==> config.mk <==
export PLATFORM = sky130hd
export DESIGN_NAME = jtcop_snd_latch
export DESIGN_NICKNAME = d
export VERILOG_FILES = /design/src/rtl/jtcop_snd_fifo.sv /design/src/rtl/jtcop_snd_latch.sv
export SDC_FILE = /design/constraint.sdc
export NUM_CORES = 1
export LEC_CHECK = 0
export CAP_MARGIN = 20
export CORE_MARGIN = 3
export CORE_UTILIZATION = 40
export DETAILED_ROUTE_END_ITERATION = 6
export GPL_TIMING_DRIVEN = 0
export PLACE_DENSITY = 0.72
export REMOVE_ABC_BUFFERS = 1
export SLEW_MARGIN = 20
export SYNTH_ARGS = -nofsm -noshare
export SYNTH_HDL_FRONTEND = slang
export SYNTH_SLANG_ARGS = --single-unit
==> constraint.sdc <==
create_clock -name clk -period 2.4 [get_ports clk]
set_input_delay 0.24 -clock clk [delete_from_list [all_inputs] [get_ports clk]]
set_output_delay 0.24 -clock clk [all_outputs]
set_load 0.02 [all_outputs]
==> src/rtl/jtcop_snd_fifo.sv <==
// Small synchronous command FIFO for the sound latch.
// The head byte is read combinationally, so the latch can load it in the same cycle the controller decides to.
module jtcop_snd_fifo #(
  parameter int AW = 2
) (
  input  logic        clk,
  input  logic        rst_n,
  input  logic        clear,
  input  logic        push,
  input  logic [7:0]  din,
  input  logic        pop,
  output logic [7:0]  dout,
  output logic [AW:0] count,
  output logic        full,
  output logic        empty
);
  localparam int DEPTH = 2 ** AW;

  logic [7:0]    mem [DEPTH];
  logic [AW-1:0] wr_ptr_reg, rd_ptr_reg;
  logic [AW:0]   count_reg;
  logic          push_ok, pop_ok;

  assign full  = (count_reg == (AW+1)'(DEPTH));
  assign empty = (count_reg == '0);
  assign count = count_reg;
  assign dout  = mem[rd_ptr_reg];

  // A pop in the same cycle frees a slot, so a push into a full FIFO still lands.
  assign pop_ok  = pop & ~empty;
  assign push_ok = push & (~full | pop_ok);

  always_ff @(posedge clk) begin
    if (rst_n && !clear && push_ok) mem[wr_ptr_reg] <= din;
  end

  always_ff @(posedge clk) begin
    if (!rst_n || clear) begin
      wr_ptr_reg <= '0;
      rd_ptr_reg <= '0;
      count_reg  <= '0;
    end else begin
      if (push_ok) wr_ptr_reg <= wr_ptr_reg + AW'(1);
      if (pop_ok)  rd_ptr_reg <= rd_ptr_reg + AW'(1);
      case ({push_ok, pop_ok})
        2'b10:   count_reg <= count_reg + (AW+1)'(1);
        2'b01:   count_reg <= count_reg - (AW+1)'(1);
        default: count_reg <= count_reg;
      endcase
    end
  end
endmodule

==> src/rtl/jtcop_snd_latch.sv <==
// Main-to-sound CPU command channel: queues main CPU writes and hands them to the
// sound CPU one at a time, with a guaranteed low gap on snreq between requests.
module jtcop_snd_latch #(
  parameter int AW  = 2,
  parameter int GAP = 16
) (
  input  logic        clk,
  input  logic        rst_n,
  input  logic        main_we,
  input  logic [7:0]  main_din,
  input  logic        flush,
  input  logic        snd_rd,
  output logic [7:0]  latch,
  output logic        snreq,
  output logic [AW:0] pending,
  output logic        overrun
);
  localparam int CW = (GAP > 2) ? $clog2(GAP) : 1;

  typedef enum logic [1:0] {ST_IDLE, ST_REQ, ST_GAP} state_t;

  state_t        state_reg, state_next;
  logic [7:0]    latch_reg, latch_next;
  logic          snreq_reg, snreq_next;
  logic          overrun_reg, overrun_next;
  logic [CW-1:0] cnt_reg, cnt_next;
  logic          we_reg, rd_reg;
  logic          we_rise, rd_rise;
  logic          push, pop, clear;
  logic [7:0]    head;
  logic          full, empty;

  assign we_rise = main_we & ~we_reg;
  assign rd_rise = snd_rd & ~rd_reg;

  jtcop_snd_fifo #(.AW(AW)) u_fifo (
    .clk   (clk),
    .rst_n (rst_n),
    .clear (clear),
    .push  (push),
    .din   (main_din),
    .pop   (pop),
    .dout  (head),
    .count (pending),
    .full  (full),
    .empty (empty)
  );

  always_ff @(posedge clk) begin
    if (!rst_n) begin
      state_reg   <= ST_IDLE;
      latch_reg   <= 8'h00;
      snreq_reg   <= 1'b0;
      overrun_reg <= 1'b0;
      cnt_reg     <= '0;
      we_reg      <= 1'b0;
      rd_reg      <= 1'b0;
    end else begin
      state_reg   <= state_next;
      latch_reg   <= latch_next;
      snreq_reg   <= snreq_next;
      overrun_reg <= overrun_next;
      cnt_reg     <= cnt_next;
      we_reg      <= main_we;
      rd_reg      <= snd_rd;
    end
  end

  always_comb begin
    state_next   = state_reg;
    latch_next   = latch_reg;
    snreq_next   = snreq_reg;
    overrun_next = overrun_reg;
    cnt_next     = cnt_reg;
    push         = we_rise;
    pop          = 1'b0;
    clear        = 1'b0;
    if (flush) begin
      // latch deliberately keeps its value across a flush
      clear        = 1'b1;
      push         = 1'b0;
      state_next   = ST_IDLE;
      snreq_next   = 1'b0;
      overrun_next = 1'b0;
      cnt_next     = '0;
    end else begin
      case (state_reg)
        ST_IDLE: begin
          if (!empty) begin
            latch_next = head;
            snreq_next = 1'b1;
            state_next = ST_REQ;
          end
        end
        ST_REQ: begin
          if (rd_rise) begin
            pop        = 1'b1;
            snreq_next = 1'b0;
            cnt_next   = CW'(GAP - 1);
            state_next = ST_GAP;
          end
        end
        ST_GAP: begin
          if (cnt_reg == '0) begin
            if (!empty) begin
              latch_next = head;
              snreq_next = 1'b1;
              state_next = ST_REQ;
            end else begin
              state_next = ST_IDLE;
            end
          end else begin
            cnt_next = cnt_reg - CW'(1);
          end
        end
        default: state_next = ST_IDLE;
      endcase
      if (push && full && !pop) overrun_next = 1'b1;
    end
  end

  assign latch   = latch_reg;
  assign snreq   = snreq_reg;
  assign overrun = overrun_reg;
endmodule

[Word-level counts from Yosys, hierarchy flattened]
Memory sizes are Yosys's and may differ from the RTL's. A register that Yosys moved wholly into a read port is not among the register bits.
Index checks and enable logic that the tools add are counted.
Operators by class
  $add $sub $neg: 5
  equal/unequal tests: 9
  multiplexer cells: 26
  bitwise operators: 11
  reduce and logical (&&, ||, !) cells: 20
Operators by type and width (number)
  $mux 8: 2
  $pmux 8 s2: 1
  $mux 1: 12
  $reduce_and 3->1: 4
  $mux 2: 5
  $mux 4: 2
  $ne 2x2->1 const B: 4
  $pmux 4 s2: 1
  $not 1->1: 6
  $pmux 2 s3: 1
  $pmux 3 s2: 1
  $reduce_bool 2->1: 3
  $add 2x1->2 const B: 2
  $and 1x1->1: 4
  $eq 2x1->1 const B: 2
  $eq 2x2->1 const B: 2
  $logic_and 1x1->1: 4
  $logic_not 4->1: 1
  $sub 4x1->4 const B: 1
  $add 3x1->3 const B: 1
  $eq 3x3->1 const B: 1
  $logic_not 1->1: 3
  $logic_not 3->1: 1
  $pmux 1 s3: 1
  6 further kinds: 6
Word-level totals
  register bits after elaboration: 25
  memory bits (writable): 32
  input bits: 13
  logic and storage cells: 82
  memories kept: 1
Memory list
  u_fifo.mem: words 4, bits a word 8, read ports 1, clocked after Yosys merged registers in 1, wr ports 1, RTL line jtcop_snd_fifo.sv:19  | logic [7:0] mem [DEPTH];

[Logic depth before layout (Yosys ltp)]
Gate-level depths: netlist (run 1).
  word-level depth: 12
  gate-level depth with buffers: 7
  gate-level depth less buffers: 6

[Cells and area by module]
A second synthesis (run 1) with hierarchy kept.
Unflattened totals
  cells, all modules: 182
  area, all modules: 2462.4 um^2
Modules (own cells, without submodules)
  jtcop_snd_fifo: times used 1, cells each 97, area each 1654.1 um^2, seq. area each 1141.1 um^2
  jtcop_snd_latch: times used 1, cells each 85, area each 808.3 um^2, seq. area each 360.3 um^2

[Least setup slack after synthesis (run 1)]
OpenSTA, ideal clock, no wires.
  kind: flip-flop to flip-flop
  from: register u_fifo.count_reg[0] (netlist: u_fifo.count[0])
  to: register u_fifo.count_reg[2] (netlist: u_fifo.count[2])
  setup time: 122 ps
  arrival: 2265 ps
  data required time: 2278 ps
  path slack: 13 ps
  cell stages (with the launch flop): 8
  path buffers: 1
  period minus slack after synthesis: 2387 ps
  cells stage by stage: dfxtp_1 clkbuf_1 nor3_1 or4_1 fa_1 or3_1 a31oi_1 a21oi_1
Between the ends
  longest elaborated chain between the ends: 7
  elaborated cells between the ends (all ways): 13
RTL lines
  start, declared: RTL line jtcop_snd_fifo.sv:21  | logic [AW:0] count_reg;
  start signal, assigned: RTL line jtcop_snd_fifo.sv:46  | 2'b10: count_reg <= count_reg + (AW+1)'(1);
  start signal, assigned: RTL line jtcop_snd_fifo.sv:47  | 2'b01: count_reg <= count_reg - (AW+1)'(1);
  start signal, assigned: RTL line jtcop_snd_fifo.sv:48  | default: count_reg <= count_reg;
  $logic_not 3->1: RTL line jtcop_snd_fifo.sv:25  | assign empty = (count_reg == '0);
  $not 1->1: RTL line jtcop_snd_fifo.sv:30  | assign pop_ok = pop & ~empty;
  $and 1x1->1: RTL line jtcop_snd_fifo.sv:30
  $or 1x1->1: RTL line jtcop_snd_fifo.sv:31  | assign push_ok = push & (~full | pop_ok);
  $and 1x1->1: RTL line jtcop_snd_fifo.sv:31
  $eq 2x1->1 / $eq 2x2->1 (equally long branches): RTL line jtcop_snd_fifo.sv:45  | case ({push_ok, pop_ok})
  $pmux 3 s2 / $reduce_bool 2->1 (equally long branches)
Parallel ways exist; a longest one is shown, timed or not.
A chain may end at the register's enable or synchronous reset.

[Worst setup path after layout (run 1)]
  from: input port snd_rd
  to: register u_fifo.count_reg[2] (netlist: u_fifo.count[2])
Between the ends
  longest elaborated chain between the ends: 10
  elaborated cells between the ends (all ways): 12
RTL lines
  start, declared: RTL line jtcop_snd_latch.sv:12  | input logic snd_rd,
  $and 1x1->1 (*): RTL line jtcop_snd_latch.sv:34  | assign rd_rise = snd_rd & ~rd_reg;
  $mux 1 (*): RTL line jtcop_snd_latch.sv:96  | if (rd_rise) begin
  $mux 1 (*): RTL line jtcop_snd_latch.sv:87  | case (state_reg)
  $mux 1 (*) (2 in a row): RTL line jtcop_snd_latch.sv:78  | if (flush) begin
  $and 1x1->1 (*): RTL line jtcop_snd_fifo.sv:30
  $or 1x1->1: RTL line jtcop_snd_fifo.sv:31
  $and 1x1->1: RTL line jtcop_snd_fifo.sv:31
  $eq 2x1->1 / $eq 2x2->1 (equally long branches): RTL line jtcop_snd_fifo.sv:45
  $pmux 3 s2 / $reduce_bool 2->1 (equally long branches)
Every way passes the cells marked *; elsewhere a longest branch is shown, timed or not. The select of a mux whose other input is x is not followed.

==> impl_results.md, run 1 <==
- Buf/Inv on CP: 1
- Area delta synth->final: 22.5%
- Max incr delay on CP: 0.56 ns
- Critical Path AT: 2.51 ns
- Hold Path Class: reg2reg
- Slew margin rel.: 41.1%
- I/O Pins: 26
- Vias per inst: 5.05
- Reg2reg start: state_reg[1]
- Async S/R FF share, synth: 0%
- Reg2Reg Depth: 6
- Die width: 83.5 um
- Psw: 440 uW
- Final core utilization: 51.9%
- Clock share of power: 42.6%
- Post-route ant nets: 0
- Largest net degree at the start of global routing: 16
- Total track usage: 13.0%
- Post-synthesis register bit count: 59
- Ys flop type: edfxtp_1
- Max-Cap Viols: 0
- # DRC: 0
- Setup Skew: 0.00743 ns
- Register area share after synthesis: 62.4%
- Final hold vios: 0
- DRT iter0 DRCs: 86
- Crit. End Element: flip-flop
- RR Endpoint: u_fifo.count[2]
- Synthesized area per cell: 14.0 um2
- TritonCTS clock tree: yes
- Crit path time final: 2.31 ns
- Die height: 83.5 um
- Post-synthesis cell type count: 40
- Max VDD drop: 305 uV
- RSZ-0062 raised after global routing: no
- Placed cell area: 0.00273 mm2
- Seq pwr share: 52.5%
- Hold path depth: 2
- Max Clk Rate: 433 MHz
- Ranking of synthesized cells by area: edfxtp_1 40%, dfxtp_1 22%, mux4_2 7.5%
- Mapped Cells: 172
- Max Fanout on Critical Path: 6
- Hold endpoint: snreq
- Cells along the critical path: clkdlybuf4s50_1, nand4bb_4, or4_4, fa_2, or3_1, a31oi_1, a21oi_1
- Max Slew Vio Count: 0
- Initial Util: 42.4%
- Post-Route WL: 4.09 mm
- Post-DP HPWL: 2.69 mm
- Final Setup Violations: 0
- Slowest cell on crit path: clkdlybuf4s50_1
- Insertion delay to the later sink of the worst-skew pair: 0.34 ns
- Leakage: 0.000960 uW
- Outcome: finished clean
- Top-area cell type share of the netlist area: 40.0%
- Share of cells above drive strength 1: 15.0%
- Post-synth EDFFs: 32
- Core area: 0.00568 mm2
- First-pass GRT wire length: 6.73 mm
- Net Sw Frac: 21.3%
- Port buffer count: 25
- Ys Warns: 0
- Internal Power: 1630 uW
- Max Root-Sink Buffers: 2
- Worst-Margin Slew: 0.872 ns
- Initial antenna violation count: 0
- H-tree levels: 3
- Worst path required time: 2.60 ns
- Kind of cell adding the most delay to the critical path: simple AND/OR/NAND/NOR gates
- Std cell rows: 27
- Via count: 1410
- Combinational share of power: 5.0%
- Tcrit/Tclk final: 96.2%
- NumNets Final: 221
- Clk pin slew, worst setup/hold paths: 0.07 ns
- Congestion Overflow GR: 0
- WL/cell: 14.6 um
- Clock Root Buffer: clkbuf_8
- Placer congestion estimate: 0.812
- PD cells: 703 mW/mm2
- First-pass detailed-route iteration total: 4
- Fin area: 0.00295 mm2
- Min-delay src: snreq
- Hold-fix buffers, CTS: 0
- Max reg flops: 32
- Vias in the first global route: 1372
- Num CTS Buffers: 9
- Startpoint class of the critical path: input pin
- Crit path kind: in2reg
- Post-synth top area cell: edfxtp_1
- Diode count: 0
- Reg2reg setup slack: 0.10 ns
- Die area: 0.00698 mm2
- Mapped Area: 0.00240 mm2
- Clock sinks: 59
[worst max-delay path by stage]
stage / start / depth (start not counted) / endpoint
final: snd_rd / 7 / u_fifo.count[2]
after global routing: state_reg[1] / 6 / u_fifo.count[2]
after CTS: state_reg[1] / 6 / u_fifo.count[2]
after detailed placement: snd_rd / 7 / u_fifo.count[2]
after global placement: snd_rd / 5 / u_fifo.count[1]
after floorplan: state_reg[0] / 6 / u_fifo.count[2]
[stage by stage]
step	hold WS, ns	worst slack (ns)	std cells	setup TNS (ns)	total power (uW)
2_1_floorplan	0.339	0.0881	166	0	1160
3_3_place_gp	0.449	-0.454	263	-2.58	1210
3_5_place_dp	0.447	-0.407	263	-2.04	1210
4_1_cts	0.456	0.0236	279	0	2100
5_1_grt	0.478	0.00570	279	0	2160
6_report	0.454	0.0901	279	0	2070
[layout by cell type (no fill, tap or decap), types with 4 or more instances in the layout]
master	instances
a21oi_1	5
and3_1	4
edfxtp_1	32
nor2b_1	11
clkbuf_8	10
nor2_1	13
dfxtp_1	26
inv_1	6
mux2i_1	10
clkdlybuf4s50_1	25
mux4_2	8
ha_1	5
[logic make-up after synthesis]
logic type / synth area share, %
compound gates: 5.57
xor+xnor: 1.46
fa+ha+maj: 3.43
buf+inv: 1.87
flops: 62.4
mux: 12.1
simple gates: 13.1
[cell usage after synthesis, types with 3 or more instances]
| cell type | n |
|---|---|
| nand2_1 | 3 |
| and2_1 | 3 |
| a21oi_1 | 5 |
| nor3_1 | 3 |
| mux2i_1 | 10 |
| a31oi_1 | 3 |
| edfxtp_1 | 32 |
| or3_1 | 3 |
| and3_1 | 4 |
| nand2b_1 | 3 |
| clkbuf_1 | 4 |
| inv_1 | 6 |
| nor2_1 | 13 |
| dfxtp_1 | 27 |
| ha_1 | 5 |
| mux4_2 | 8 |
| nor2b_1 | 11 |
| nand3_1 | 3 |
[worst reg2reg max path, stage by stage (launching register included)]
cell,delay (ns)
dfxtp_1,0.37
nand4bb_4,0.25
or4_4,0.51
fa_2,0.38
or3_1,0.39
a31oi_1,0.18
a21oi_1,0.08
[power by group through the flow]
| stage | registers (uW) | clock network (uW) | logic [uW] |
|---|---|---|---|
| after floorplan | 1110 | 0 | 45.8 |
| after global placement | 1110 | 0 | 100 |
| after detailed placement | 1110 | 0 | 103 |
| after CTS | 1090 | 905 | 104 |
| after global routing | 1090 | 955 | 113 |
| final | 1090 | 881 | 103 |
[layer usage]
layer	part of all wire, %	wire length, um	GRT usage, %
met2	49	2010	19.8
met4	2.8	116	8.48
met3	3.3	134	4.84
met5	0	0	0
met1	45	1830	15.4
[timing repair]
item,CTS,global route
buffers inserted,0,0
endpoints found under the setup margin,1,2
pin swaps,0,1
gates resized for setup,2,2
gates cloned,0,0
[cell type report]
cell class / instances / area [um2]
clock inverter: 5 / 52.6
clock buffer: 11 / 141
tap: 72 / 90.1
sequential: 59 / 1500
fill: 465 / 2730
multi-input combinational: 101 / 887
timing repair buffer: 25 / 250
inverter: 6 / 22.5
No activity file was read; power rests on OpenSTA's default activity.
==> run 2, diff against run 1 <==
PLACE_DENSITY = 0.65   (was 0.72)
==> impl_results.md, run 2 (synthesis gave the netlist of run 1 again) <==
- Outcome: finished clean
- Vias per inst: 5.07 (+0.41%)
- Seq pwr share: 53.4% (+0.9 points)
- Cells along the critical path: clkdlybuf4s50_1, nand4bb_4, or4_4, fa_2, or3_4, a31oi_2, a21oi_1
- Num CTS Buffers: 9 (unchanged)
- Clk pin slew, worst setup/hold paths: 0.07 ns (about the same)
- Psw: 441 uW (about the same)
- Max incr delay on CP: 0.55 ns (about the same)
- Startpoint class of the critical path: input pin
- WL/cell: 15.9 um (+8.2%)
- Insertion delay to the later sink of the worst-skew pair: 0.33 ns (about the same)
- Largest net degree at the start of global routing: 16 (unchanged)
- Max VDD drop: 445 uV (+46%)
- Critical Path AT: 2.54 ns (+0.03 ns)
- Setup Skew: 0.00592 ns (-0.00151 ns)
- DRT iter0 DRCs: 61 (-29%)
- Commonest non-fill, non-tap cells in the layout: 32 x edfxtp_1, 25 x clkdlybuf4s50_1, 24 x dfxtp_1
- Combinational share of power: 5.3% (+0.3 points)
- First-pass detailed-route iteration total: 4 (unchanged)
- Buf/Inv on CP: 1 (unchanged)
- Place WS: -0.446 ns (-0.0385 ns)
- Post-route ant nets: 0 (unchanged)
- Die width: 83.5 um (unchanged)
- Hold-fix buffers, CTS: 0 (unchanged)
- Total track usage: 13.8% (+0.82 points)
- Non-filler cells in the finished layout: 281 (+0.72%)
- Die area: 0.00698 mm2 (unchanged)
- # DRC: 0 (unchanged)
- Commonest non-fill, non-tap cell in the layout: edfxtp_1
- Share of cells above drive strength 1: 16.7% (+1.8 points)
- I/O Pins: 26 (unchanged)
- Clock sinks: 59 (unchanged)
- Crit. End Element: flip-flop
- PD cells: 684 mW/mm2 (-2.6%)
- Port buffer count: 25 (unchanged)
- Worst path required time: 2.59 ns (about the same)
- Post-DP HPWL: 2.78 mm (+3.5%)
- Core area: 0.00568 mm2 (unchanged)
- Max Clk Rate: 425 MHz (-1.9%)
- Placed cells: 263 (unchanged)
- Placer congestion estimate: 0.720 (-11%)
- Vias in the first global route: 1497 (+9.1%)
- Die height: 83.5 um (unchanged)
- H-tree levels: 3 (unchanged)
- Hold Path Class: reg2reg
- TritonCTS clock tree: yes
- Max Slew Vio Count: 0 (unchanged)
- RSZ-0062 raised after global routing: yes
- Internal Power: 1600 uW (-2.1%)
- Std cell rows: 27 (unchanged)
- Clock Root Buffer: clkbuf_8
- Initial Util: 42.4% (unchanged)
- Tcrit/Tclk final: 98.1% (+1.8 points)
- Slowest cell on crit path: clkdlybuf4s50_1
- Leakage: 0.000969 uW (+0.90%)
- Via count: 1426 (+1.1%)
- Initial antenna violation count: 0 (unchanged)
- Kind of cell adding the most delay to the critical path: simple AND/OR/NAND/NOR gates
- Worst-Margin Slew: 0.879 ns (+0.00751 ns)
- Congestion Overflow GR: 0 (unchanged)
- Max reg flops: 32 (unchanged)
- Max Root-Sink Buffers: 2 (unchanged)
- Diode count: 0 (unchanged)
- Crit path time final: 2.35 ns (+0.0439 ns)
- Max Fanout on Critical Path: 5 (-1)
- NumNets Final: 223 (+0.90%)
- Post-Route WL: 4.46 mm (+9.0%)
- Area delta synth->final: 23.8%
- First-pass GRT wire length: 7.29 mm (+8.3%)
- Slew margin rel.: 40.6% (-0.51 points)
- Reg2reg setup slack: 0.06 ns (-0.04 ns)
- Fin worst setup slack: 0.0462 ns (-0.0439 ns)
- Final Setup Violations: 0 (unchanged)
- Final hold vios: 0 (unchanged)
- Clock share of power: 41.4% (-1.2 points)
- Crit path kind: in2reg
- Final core utilization: 52.4% (+0.53 points)
- Max-Cap Viols: 0 (unchanged)
- Net Sw Frac: 21.6% (+0.38 points)
[run 2: cell types whose count changed in the layout (fill, tap and decap cells not counted)]
cell | previous run | this run
clkbuf_8 | 10 | 9
dfxtp_2 | 1 | 3
buf_4 | 0 | 1
buf_12 | 0 | 1
clkinv_2 | 3 | 2
or3_1 | 3 | 2
a31oi_1 | 3 | 2
clkbuf_1 | 1 | 0
or3_4 | 0 | 1
clkinv_1 | 0 | 3
a31oi_2 | 0 | 1
dfxtp_1 | 26 | 24
[run 2: layer usage]
| layer | routed length (um) | global-route usage (%) |
|---|---|---|
| met3 | 163 | 3.85 |
| met2 | 2120 | 20.9 |
| met4 | 109 | 9.36 |
| met1 | 2060 | 17.1 |
| met5 | 0 | 0 |
[run 2: final timing paths]
check	cells after the start	to	from
worst max-delay path	7	u_fifo.count[2]	snd_rd
worst min-delay path	2	snreq	snreq
worst max register to register	6	u_fifo.count[2]	state_reg[1]
worst min register to register	2	snreq	snreq
[run 2: timing repair]
item | CTS | global route
cloned | 0 | 0
setup endpoints to repair | 1 | 9
gates resized for setup | 2 | 6
pin swaps | 0 | 2
buffers inserted | 0 | 2
[run 2: layout make-up]
class	instances	area, um2
Multi-Input combinational cell	101	898
Fill cell	471	2700
Timing Repair Buffer	27	278
Clock buffer	9	124
Clock inverter	7	58.8
Sequential cell	59	1510
Tap cell	72	90.1
Inverter	6	22.5
[run 2: worst register-to-register path, stage by stage (launching register included)]
cell and delay, ns:
dfxtp_2 0.35, nand4bb_4 0.27, or4_4 0.51, fa_2 0.38, or3_4 0.41, a31oi_2 0.20, a21oi_1 0.09
[run 2: power groups by stage]
stage	registers (uW)	clock network (uW)	logic [uW]
2_1_floorplan	1110	0	45.8
3_3_place_gp	1110	0	99.4
3_5_place_dp	1110	0	102
4_1_cts	1090	858	104
5_1_grt	1090	907	117
6_report	1090	842	108
[run 2: stage by stage]
stage	hold slack [ns]	TNS (ns)	cell area, um2	power (uW)
after detailed placement	0.458	-3.20	2730	1210
after global placement	0.450	-3.54	2720	1210
after floorplan	0.339	0	2380	1160
after CTS	0.467	0	2930	2050
final	0.462	0	2980	2040
after global routing	0.497	-0.0168	2980	2110
==> run 3, diff against run 2 <==
PLACE_DENSITY = 0.63   (was 0.65)
SLEW_MARGIN = 25   (was 20)
clock period = 2.37 ns   (was 2.4 ns; I/O delays follow)
==> impl_results.md, run 3 (synthesis gave the netlist of run 1 again) <==
- Vias per inst: 5.08 (about the same)
- Port buffer count: 25 (unchanged)
- Worst path required time: 2.55 ns (-0.04 ns)
- Clock sinks: 59 (unchanged)
- Crit path kind: reg2reg
- Std cell rows: 27 (unchanged)
- Leakage: 0.000991 uW (+2.3%)
- Tcrit/Tclk final: 99.2%
- Final core utilization: 52.9% (+0.42 points)
- Share of cells above drive strength 1: 18.3% (+1.6 points)
- Largest net degree at the start of global routing: 16 (unchanged)
- Commonest non-fill, non-tap cell in the layout: edfxtp_1
- Die width: 83.5 um (unchanged)
- Max Root-Sink Buffers: 2 (unchanged)
- H-tree levels: 3 (unchanged)
- WL/cell: 15.8 um (-0.45%)
- Diode count: 0 (unchanged)
- DRT iter0 DRCs: 66 (+8.2%)
- Post-route ant nets: 0 (unchanged)
- Hold Path Class: in2reg
- NumNets Final: 227 (+1.8%)
- RR Endpoint: u_fifo.count[2]
- Reg2reg start: state_reg[1]
- Max-Cap Viols: 0 (unchanged)
- Area delta synth->final: 24.8%
- Post-Route WL: 4.50 mm (+0.97%)
- Max reg flops: 32 (unchanged)
- Startpoint class of the critical path: flip-flop
- Reg2reg setup slack: 0.02 ns (-0.04 ns)
- Num CTS Buffers: 9 (unchanged)
- Reg2Reg Depth: 6 (unchanged)
- Core area: 0.00568 mm2 (unchanged)
- Placer congestion estimate: 0.717 (-0.44%)
- First-pass GRT wire length: 7.28 mm (-0.19%)
- Critical Path AT: 2.53 ns (about the same)
- TritonCTS clock tree: yes
- Die height: 83.5 um (unchanged)
- Max Slew Vio Count: 0 (unchanged)
- Setup Skew: 0.0106 ns (+0.00471 ns)
- Fin worst setup slack: 0.0182 ns (-0.0280 ns)
- Placed cells: 263 (unchanged)
- Vias in the first global route: 1502 (+0.33%)
- Min-delay src: snd_rd
- PD cells: 685 mW/mm2 (+0.11%)
- I/O Pins: 26 (unchanged)
- Initial antenna violation count: 0 (unchanged)
- Place WS: -0.447 ns (-0.00101 ns)
- Crit. End Element: flip-flop
- Hold endpoint: rd_reg
- Worst-Margin Slew: 0.902 ns (+0.0234 ns)
- Commonest non-fill, non-tap cells in the layout: 32 x edfxtp_1, 24 x clkdlybuf4s50_1, 23 x dfxtp_1
- Max Fanout on Critical Path: 4 (-1)
- Final Setup Violations: 0 (unchanged)
- Insertion delay to the later sink of the worst-skew pair: 0.33 ns (about the same)
- Slew margin rel.: 39.0% (-1.6 points)
- Total track usage: 13.6% (-0.18 points)
- Clock Root Buffer: clkbuf_8
- # DRC: 0 (unchanged)
- Max Clk Rate: 425 MHz
- Final hold vios: 0 (unchanged)
- First-pass detailed-route iteration total: 4 (unchanged)
- RSZ-0062 raised after global routing: yes
- Via count: 1447 (+1.5%)
- Hold path depth: 2 (unchanged)
- Post-DP HPWL: 2.97 mm (+6.7%)
- Outcome: finished clean
- Congestion Overflow GR: 0 (unchanged)
- Clk pin slew, worst setup/hold paths: 0.06 ns (about the same)
- Crit path time final: 2.35 ns
- Non-filler cells in the finished layout: 285 (+1.4%)
- Die area: 0.00698 mm2 (unchanged)
- Initial Util: 42.4% (unchanged)
- Max VDD drop: 483 uV (+8.5%)
run 3: changes by cell type in the layout (fill, tap and decap cells not counted):
cell,change
dfxtp_4,+1
dfxtp_1,-1
buf_4,+4
a31oi_2,-1
clkinv_1,-3
clkbuf_1,+3
clkinv_2,+1
clkdlybuf4s50_1,-1
clkinvlp_4,-1
dlygate4sd2_1,+1
a31oi_1,+1
run 3: power by group:
group          total (uW)  leakage (uW)  switching, uW  internal, uW
logic                 109      0.000387           53.9          54.9
registers            1100      0.000510           9.66          1090
clock network         847     0.0000941            366           481
run 3: layout make-up:
cell class	instances	area (um2)
Clock buffer	12	135
Clock inverter	4	45.0
Fill cell	477	2680
Inverter	6	22.5
Multi-Input combinational cell	101	892
Sequential cell	59	1510
Tap cell	72	90.1
Timing Repair Buffer	31	307
run 3: what timing repair did:
action | CTS | global route
endpoints found under the setup margin | 3 | 1
pin swaps | 1 | 6
gates resized for setup | 4 | 6
setup buffers | 1 | 5
cloned | 0 | 0
hold buffers | 0 | 0
run 3: worst max path at each step:
| stage | start | to | slack, ns | cells after the start |
|---|---|---|---|---|
| floorplan | state_reg[0] | u_fifo.count[2] | 0.06 | 6 |
| global placement | snd_rd | u_fifo.count[2] | -0.39 | 7 |
| detailed placement | snd_rd | u_fifo.count[2] | -0.45 | 7 |
| CTS | state_reg[1] | u_fifo.count[2] | 0.04 | 6 |
| global route | state_reg[1] | u_fifo.count[2] | -0.03 | 6 |
| finish | state_reg[1] | u_fifo.count[2] | 0.02 | 6 |
run 3: through the flow:
stage	power, uW	area (um2)	hold WS [ns]	setup TNS [ns]
2_1_floorplan	1170	2380	0.336	0
3_3_place_gp	1220	2720	0.447	-3.91
3_5_place_dp	1230	2730	0.461	-4.33
4_1_cts	2080	2950	0.384	0
5_1_grt	2130	3000	0.400	-0.0319
6_report	2060	3000	0.398	0
run 3: worst max-delay path: stages, from the launching register on:
cell and delay, ns:
dfxtp_4 0.34, nand4bb_4 0.24, or4_4 0.57, fa_2 0.42, or3_4 0.38, a31oi_1 0.18
a21oi_1 0.08
run 3: metal layers:
| layer | global-route usage [%] | up-vias | wire length (um) |
|---|---|---|---|
| met5 | 0 | - | 0 |
| met4 | 5.26 | 0 | 33 |
| met3 | 4.84 | 4 | 168 |
| met2 | 22.8 | 25 | 2400 |
| met1 | 16.1 | 710 | 1900 |
| li1 | - | 708 | - |
